**config.mk**
```make
export PLATFORM = sky130hd
export DESIGN_NAME = alu_seq
export DESIGN_NICKNAME = d
export VERILOG_FILES = /design/src/rtl/alu_seq.sv
export SDC_FILE = /design/constraint.sdc
export NUM_CORES = 1
export LEC_CHECK = 0
export CORE_ASPECT_RATIO = 1.75
export CORE_UTILIZATION = 55
export CTS_BUF_LIST = sky130_fd_sc_hd__clkbuf_4
export CTS_CLUSTER_DIAMETER = 30
export CTS_CLUSTER_SIZE = 20
export DETAILED_ROUTE_END_ITERATION = 10
export HOLD_SLACK_MARGIN = 0.03
export PLACE_DENSITY = 0.8
export SYNTH_ARGS = -nofsm -noshare
export SYNTH_HDL_FRONTEND = slang
export SYNTH_SLANG_ARGS = --single-unit
```
**constraint.sdc**
```tcl
create_clock -name clk -period 6 [get_ports clk]
set_input_delay 0.9 -clock clk [delete_from_list [all_inputs] [get_ports clk]]
set_output_delay 0.9 -clock clk [all_outputs]
set_load 0.03 [all_outputs]
```
**src/rtl/alu_seq.sv**
```systemverilog
// Sequential N-bit ALU: one operation per start strobe, registered result and NZCV flags,
// single-cycle logic/arith/shift ops and an iterative N-cycle shift-add multiplier.
module alu_seq #(
    parameter int N = 4
) (
    input  logic         clk,
    input  logic         rst_n,
    input  logic         start,
    input  logic [2:0]   op,
    input  logic [N-1:0] a,
    input  logic [N-1:0] b,
    output logic [N-1:0] y,
    output logic         flag_n,
    output logic         flag_z,
    output logic         flag_c,
    output logic         flag_v,
    output logic         busy,
    output logic         done
);

    typedef enum logic [2:0] {
        OP_AND = 3'b000,
        OP_OR  = 3'b001,
        OP_XOR = 3'b010,
        OP_ADD = 3'b011,
        OP_SUB = 3'b100,
        OP_SHL = 3'b101,
        OP_SHR = 3'b110,
        OP_MUL = 3'b111
    } op_e;

    typedef enum logic {
        S_IDLE,
        S_MUL
    } state_e;

    typedef struct packed {
        logic n;
        logic z;
        logic c;
        logic v;
    } flags_t;

    localparam int         CW   = $clog2(N);
    localparam logic [CW-1:0] LAST = CW'(N - 1);
    localparam logic [N:0] N_W  = (N + 1)'(N);

    state_e          state_q, state_d;
    logic [2*N-1:0]  mcand_q, mcand_d;
    logic [N-1:0]    mplier_q, mplier_d;
    logic [2*N-1:0]  acc_q, acc_d;
    logic [CW-1:0]   cnt_q, cnt_d;
    logic [N-1:0]    y_q, y_d;
    flags_t          flags_q, flags_d;
    logic            done_q, done_d;

    op_e             op_w;
    logic [N:0]      add_w;
    logic [N:0]      sub_w;
    logic            shift_big;
    logic [N-1:0]    alu_y;
    logic            alu_c;
    logic            alu_v;
    logic [2*N-1:0]  acc_sum;
    logic            mul_last;

    assign op_w = op_e'(op);

    // Single-cycle datapath; subtraction is a + ~b + 1 so its carry means "no borrow".
    always_comb begin
        add_w     = {1'b0, a} + {1'b0, b};
        sub_w     = {1'b0, a} + {1'b0, ~b} + (N + 1)'(1);
        shift_big = ({1'b0, b} >= N_W);
        alu_y     = '0;
        alu_c     = 1'b0;
        alu_v     = 1'b0;
        case (op_w)
            OP_AND: alu_y = a & b;
            OP_OR:  alu_y = a | b;
            OP_XOR: alu_y = a ^ b;
            OP_ADD: begin
                alu_y = add_w[N-1:0];
                alu_c = add_w[N];
                alu_v = (a[N-1] == b[N-1]) && (add_w[N-1] != a[N-1]);
            end
            OP_SUB: begin
                alu_y = sub_w[N-1:0];
                alu_c = sub_w[N];
                alu_v = (a[N-1] != b[N-1]) && (sub_w[N-1] != a[N-1]);
            end
            OP_SHL: alu_y = shift_big ? '0 : (a << b);
            OP_SHR: alu_y = shift_big ? '0 : (a >> b);
            default: alu_y = '0;
        endcase
    end

    assign acc_sum  = mplier_q[0] ? (acc_q + mcand_q) : acc_q;
    assign mul_last = (cnt_q == LAST);

    // NOTE: every signal driven here gets a default first, so no path leaves it unassigned and no latch is inferred.
    always_comb begin
        state_d  = state_q;
        mcand_d  = mcand_q;
        mplier_d = mplier_q;
        acc_d    = acc_q;
        cnt_d    = cnt_q;
        y_d      = y_q;
        flags_d  = flags_q;
        done_d   = 1'b0;
        case (state_q)
            S_IDLE: begin
                if (start) begin
                    if (op_w == OP_MUL) begin
                        mcand_d  = {{N{1'b0}}, a};
                        mplier_d = b;
                        acc_d    = '0;
                        cnt_d    = '0;
                        state_d  = S_MUL;
                    end else begin
                        y_d       = alu_y;
                        flags_d.n = alu_y[N-1];
                        flags_d.z = (alu_y == '0);
                        flags_d.c = alu_c;
                        flags_d.v = alu_v;
                        done_d    = 1'b1;
                    end
                end
            end
            S_MUL: begin
                acc_d    = acc_sum;
                mcand_d  = mcand_q << 1;
                mplier_d = mplier_q >> 1;
                cnt_d    = cnt_q + CW'(1);
                if (mul_last) begin
                    // Result comes from this edge's accumulation, not the registered accumulator.
                    y_d       = acc_sum[N-1:0];
                    flags_d.n = acc_sum[N-1];
                    flags_d.z = (acc_sum[N-1:0] == '0);
                    flags_d.c = |acc_sum[2*N-1:N];
                    flags_d.v = 1'b0;
                    done_d    = 1'b1;
                    state_d   = S_IDLE;
                end
            end
            default: state_d = S_IDLE;
        endcase
    end

    // NOTE: state updates use non-blocking assignments so every register samples pre-edge values.
    always_ff @(posedge clk or negedge rst_n) begin
        if (!rst_n) begin
            state_q  <= S_IDLE;
            y_q      <= '0;
            flags_q  <= '0;
            done_q   <= 1'b0;
            // NOTE: the multiplier datapath is reset too; it is small and a reset mid-multiply must leave nothing stale.
            mcand_q  <= '0;
            mplier_q <= '0;
            acc_q    <= '0;
            cnt_q    <= '0;
        end else begin
            state_q  <= state_d;
            y_q      <= y_d;
            flags_q  <= flags_d;
            done_q   <= done_d;
            mcand_q  <= mcand_d;
            mplier_q <= mplier_d;
            acc_q    <= acc_d;
            cnt_q    <= cnt_d;
        end
    end

    assign y      = y_q;
    assign flag_n = flags_q.n;
    assign flag_z = flags_q.z;
    assign flag_c = flags_q.c;
    assign flag_v = flags_q.v;
    assign busy   = (state_q == S_MUL);
    assign done   = done_q;

endmodule

```
## Yosys cells after proc, flatten, opt, wreduce, memory -nomap -nowiden

Index checks and enable logic that the tools add are counted.

- Bits in registers: 32
- Input port bits: 14
- Output and inout port bits: 10
- Logic and storage cells: 82

- Add/subtract/negate cells: 5
- Order comparisons: 1
- Equal/unequal tests: 16
- Shift operators: 2
- Muxes and demuxes: 34
- Bitwise operators: 5
- Reductions and logical operators: 8

Operator list:

| operator | count |
|---|---|
| $mux 4 | 10 |
| $mux 8 | 5 |
| $pmux 8 s2 | 2 |
| $pmux 4 s7 | 1 |
| $pmux 4 s2 | 3 |
| $eq 3x3->1 const B | 4 |
| $add 4x4->5 | 2 |
| $add 8x8->8 | 1 |
| $logic_not 4->1 | 2 |
| $pmux 1 s2 | 4 |
| $eq 3x2->1 const B | 2 |
| $mux 1 | 6 |
| $ne 2x2->1 const B | 3 |
| $add 5x1->5 const B | 1 |
| $and 4x4->4 | 1 |
| $ge 4x3->1 const B | 1 |
| $mux 2 | 2 |
| $not 4->4 | 1 |
| $or 4x4->4 | 1 |
| $pmux 2 s2 | 1 |
| $reduce_or 4->1 | 1 |
| $shl 4x4->4 | 1 |
| $shr 4x4->4 | 1 |
| $xor 4x4->4 | 1 |
| other kinds (11) | 14 |

## Logic depth before layout (Yosys ltp)

- Word-level depth: 9
- Depth in mapped cells: 9
- Depth with buffers taken out: 9

## Worst setup path before layout

Ideal clock, no wire load.

- Path type: input to register
- Start point: in b[1]
- End point: reg flags_q, in the netlist flag_z
- Setup time: 0.080 ns
- Arrival time: 2.866 ns
- Required time: 5.920 ns
- Setup slack: 3.054 ns
- Cell stages on the path: 8
- Buffers on the path: 1
- Cell sequence: buf_2 inv_1 fa_1 mux2_1 a211oi_1 a2111o_1 or4_1 o211ai_2

- Word-level cells in the longest chain between the ends: 8
- Elaborated cells between the ends (all ways): 17
- Those cells by class: 3 x add/sub; 1 x order compare; 2 x shift; 6 x mux; 4 x bitwise; 1 x reduce/logical

RTL lines:

| what | RTL line | source |
|---|---|---|
| start, declared | 11 | `input logic [N-1:0] b,` |
| $not 4->4 | 72 | `sub_w = {1'b0, a} + {1'b0, ~b} + (N + 1)'(1);` |
| $add 4x4->5 | 72 |  |
| $add 5x1->5 | 72 |  |
| $pmux 4 s7 * | 77 | `case (op_w)` |
| $logic_not 4->1 * | 122 | `flags_d.z = (alu_y == '0);` |
| $mux 4 * | 113 | `if (op_w == OP_MUL) begin` |
| $mux 4 * | 112 | `if (start) begin` |
| $pmux 4 s2 * | 110 | `case (state_q)` |
| end signal, assigned | 164 | `flags_q <= flags_d;` |
| end, declared | 54 | `flags_t flags_q, flags_d;` |

Mark *: on every way between the ends. The rest lies on a longest branch, timed or not. The select of a mux whose other input is x is not followed.
A chain may end at the register's enable or synchronous reset.

## Worst setup path after layout

- Start point: in b[0]
- End point: reg flags_q, in the netlist flag_z

Same word-level chain as after synthesis.

==> results.cfg <==
[power_and_ir_drop]
pwr-share-seq_pct = 40.2
internal_power_mw = 0.507
finalPower_mw = 0.926
comb_power_share_pct = 47.1
p_sw_mw = 0.419
ir_drop_v = 0.000283
netSwitchingFraction_pct = 45.2
p_clk_share_pct = 12.7
power_density_nw_per_um2 = 340
p_leak_nw = 1.22

[setup_path]
cp_data_required_time_ns = 6.27
r2r_slack_ns = 3.21
cp.arrival_ns = 3.66
worstPathMaxFanout = 12
critPathKind = input pin to register
critPathCaptureType = register
worstSetupStartpointType = input pin

[detailed_routing]
drt_wl_total_mm = 6.07
drc = 0
vias_per_cell = 6.10
drt-initial-drc-count = 45
antenna_left = 0
wl_per_cell_um = 17.0
drt_first_pass_iters = 4
dr_total_vias = 2176

[grt]
grt_pass1_vias = 2245
grt_max_degree = 41
antenna_found_initial = 0
grt_use_total_pct = 28.9
globalRouteOverflowTotal = 0
grt_pass1_wl_mm = 10.2

[sta]
period_share_pct = 56.5
setup_viol = 0
rsz0062_at_grt = no
worstMarginPinSlew_ns = 1.13
hold_violations = 0
maxSlewHeadroom_pct = 24.4
fin_skew_ns = 0.0138
setup_tns_ns = 0
min_period_ns = 3.39
max_freq_mhz = 295
drv_slew = 0

[synthesis]
synth.distinct_cells = 53
synth.ff_latch_count = 31
synth_top_area_share_pct = 31.7
synth-edff-count = 0
yosys.area_share.simple_pct = 19.5
ys_top_cells_by_area = dfrtp_1 32%, ha_1 10%, o21ai_0 5.7%
synthMuxAreaShare_pct = 5.58
yosys.area.top_type = dfrtp_1
syn_nets = 328
synth-xor-area-share_pct = 2.15
syn_inst = 291
synth_compound_area_share_pct = 22.5
synthAdderAreaFrac_pct = 12.7
syn_avg_cell_area_um2 = 8.40
seq_area_frac_synth_pct = 31.7
async_flop_share_pct = 100
yosys_warnings = 0
synth_ff_type = dfrtp_1
netlist_area_um2 = 2440
synth_top_family_by_area = compound AO/OA/AOI/OAI gates

[finish]
drive_above_1_share_pct = 3.90
fin_util_pct = 65.0
area_growth_pct = 11.3
final_cell_area_um2 = 2720
nets = 344
diodes = 0

[cts]
ctsLongestPathBuffers = 2
ctsHoldBuffers = 0
ctsResizeCount = 0
cts_root_buffer = clkbuf_4
cts_tree = built
htree_levels = 2
cts_sinks = 31
cts_setup_buffers = 0
path_clk_slew_ns = 0.11
worstSkewPairLatency_ns = 0.34
numCtsBuffers = 5

[place]
hpwl_mm = 4.69
placed_cell_area_um2 = 2670
gp_congestion = 0.875
portBuffers = 23

[hold_path]
hold_path_class = register to register

[status]
status = completed

[floorplan]
rows = 31
die_width_um = 52.4
die_h_um = 90.2
die_area_um2 = 4730
coreArea_um2 = 4190
start_util_pct = 58.4
num_io_pins = 24

[run]
maxCapViolations = 0
state kept, by name, indices dropped and copies added (netlist names):
| register | cells |
|---|---|
| acc_q | 8 |
| mcand_q | 8 |
| mplier_q | 4 |
| y | 4 |
| cnt_q | 2 |
| busy | 1 |
| done | 1 |
| flag_c | 1 |
| flag_v | 1 |
| flag_z | 1 |
critical path, stage by stage:
cell and delay [ns]:
clkdlybuf4s50_1 0.69, ha_1 0.27, inv_1 0.06, fa_1 0.47, mux2_1 0.12, a211oi_1 0.07, a2111o_1 0.39, or4_1 0.53
o211ai_2 0.14
power groups by stage:
stage / sequential, mW / clock (mW) / combinational, mW
final: 0.372 / 0.118 / 0.436
after global routing: 0.387 / 0.128 / 0.485
after CTS: 0.371 / 0.120 / 0.437
after detailed placement: 0.375 / 0 / 0.435
after global placement: 0.374 / 0 / 0.422
after floorplan: 0.373 / 0 / 0.292
cells in the final DEF (no fill, tap or decap), types with 3 or more instances in the layout:
cell type        synthesis  final
mux2i_1                 11     11
inv_1                   15     15
nand2b_1                 7      7
fa_1                     3      3
clkbuf_4                 0      5
a31oi_1                  4      4
clkinv_1                 1      3
nor3_1                   3      3
nor3b_1                  3      3
clkdlybuf4s50_1          0     23
a21o_1                   3      3
nor2_1                  21     21
xnor2_1                  5      5
o21ai_0                 28     28
nand2_1                 36     36
o31ai_1                  3      3
nand3_1                  9      9
nor2b_1                  6      6
a21oi_1                 24     24
nand4_1                  3      3
o211ai_1                 3      3
ha_1                    20     20
o21bai_1                 4      4
dfrtp_1                 31     31
metal layers:
metal	track usage, %	share of wire, %	vias up
li1	-	-	1059
met1	30.0	37	1043
met2	52.0	55	50
met3	3.21	2.3	24
met4	16.9	5.9	0
met5	0	0	-
final cells by class:
type	count	area, um^2
inverter	16	60.1
clock inverter	3	15.0
clock buffer	5	37.5
multi-input combinational	228	1530
fill	352	1470
timing repair buffer	25	245
sequential	31	776
tap	49	61.3
metrics by stage:
step                hold slack [ns]  instances  setup WS (ns)
finish                        0.496        357           2.61
global route                  0.540        357           2.46
CTS                           0.500        357           2.64
detailed placement            0.477        349           2.30
global placement              0.471        349           2.33
floorplan                     0.453        291           3.05
final timing paths:
check	start	endpoint	cells past startpoint
max	b[0]	flag_z	9
min	cnt_q[0]	cnt_q[0]	1
max reg2reg	busy	flag_c	5
min reg2reg	cnt_q[0]	cnt_q[0]	1
max in group asynchronous	rst_n	mcand_q[7]	2
min in group asynchronous	rst_n	y[2]	2
kinds of logic after synthesis:
logic type,count (synthesis)
AND/OR/NAND/NOR,99
AO/OA/AOI/OAI,87
buffers and inverters,32
flip-flops,31
adder cells (fa/ha/maj),23
multiplexers,13
XOR/XNOR,6
cells in the mapped netlist, types with 3 or more instances:
library cell and instances:
nor2_1 21, o21ai_0 28, mux2i_1 11, nand2b_1 7
o21bai_1 4, nand2_1 36, clkbuf_1 8, buf_2 3
nand3_1 9, nor3_1 3, o31ai_1 3, a31oi_1 4
a21o_1 3, fa_1 3, inv_1 15, o211ai_1 3
ha_1 20, nand4_1 3, xnor2_1 5, a21oi_1 24
nor2b_1 6, nor3b_1 3, dfrtp_1 31
Power figures use the tool's default switching activity.
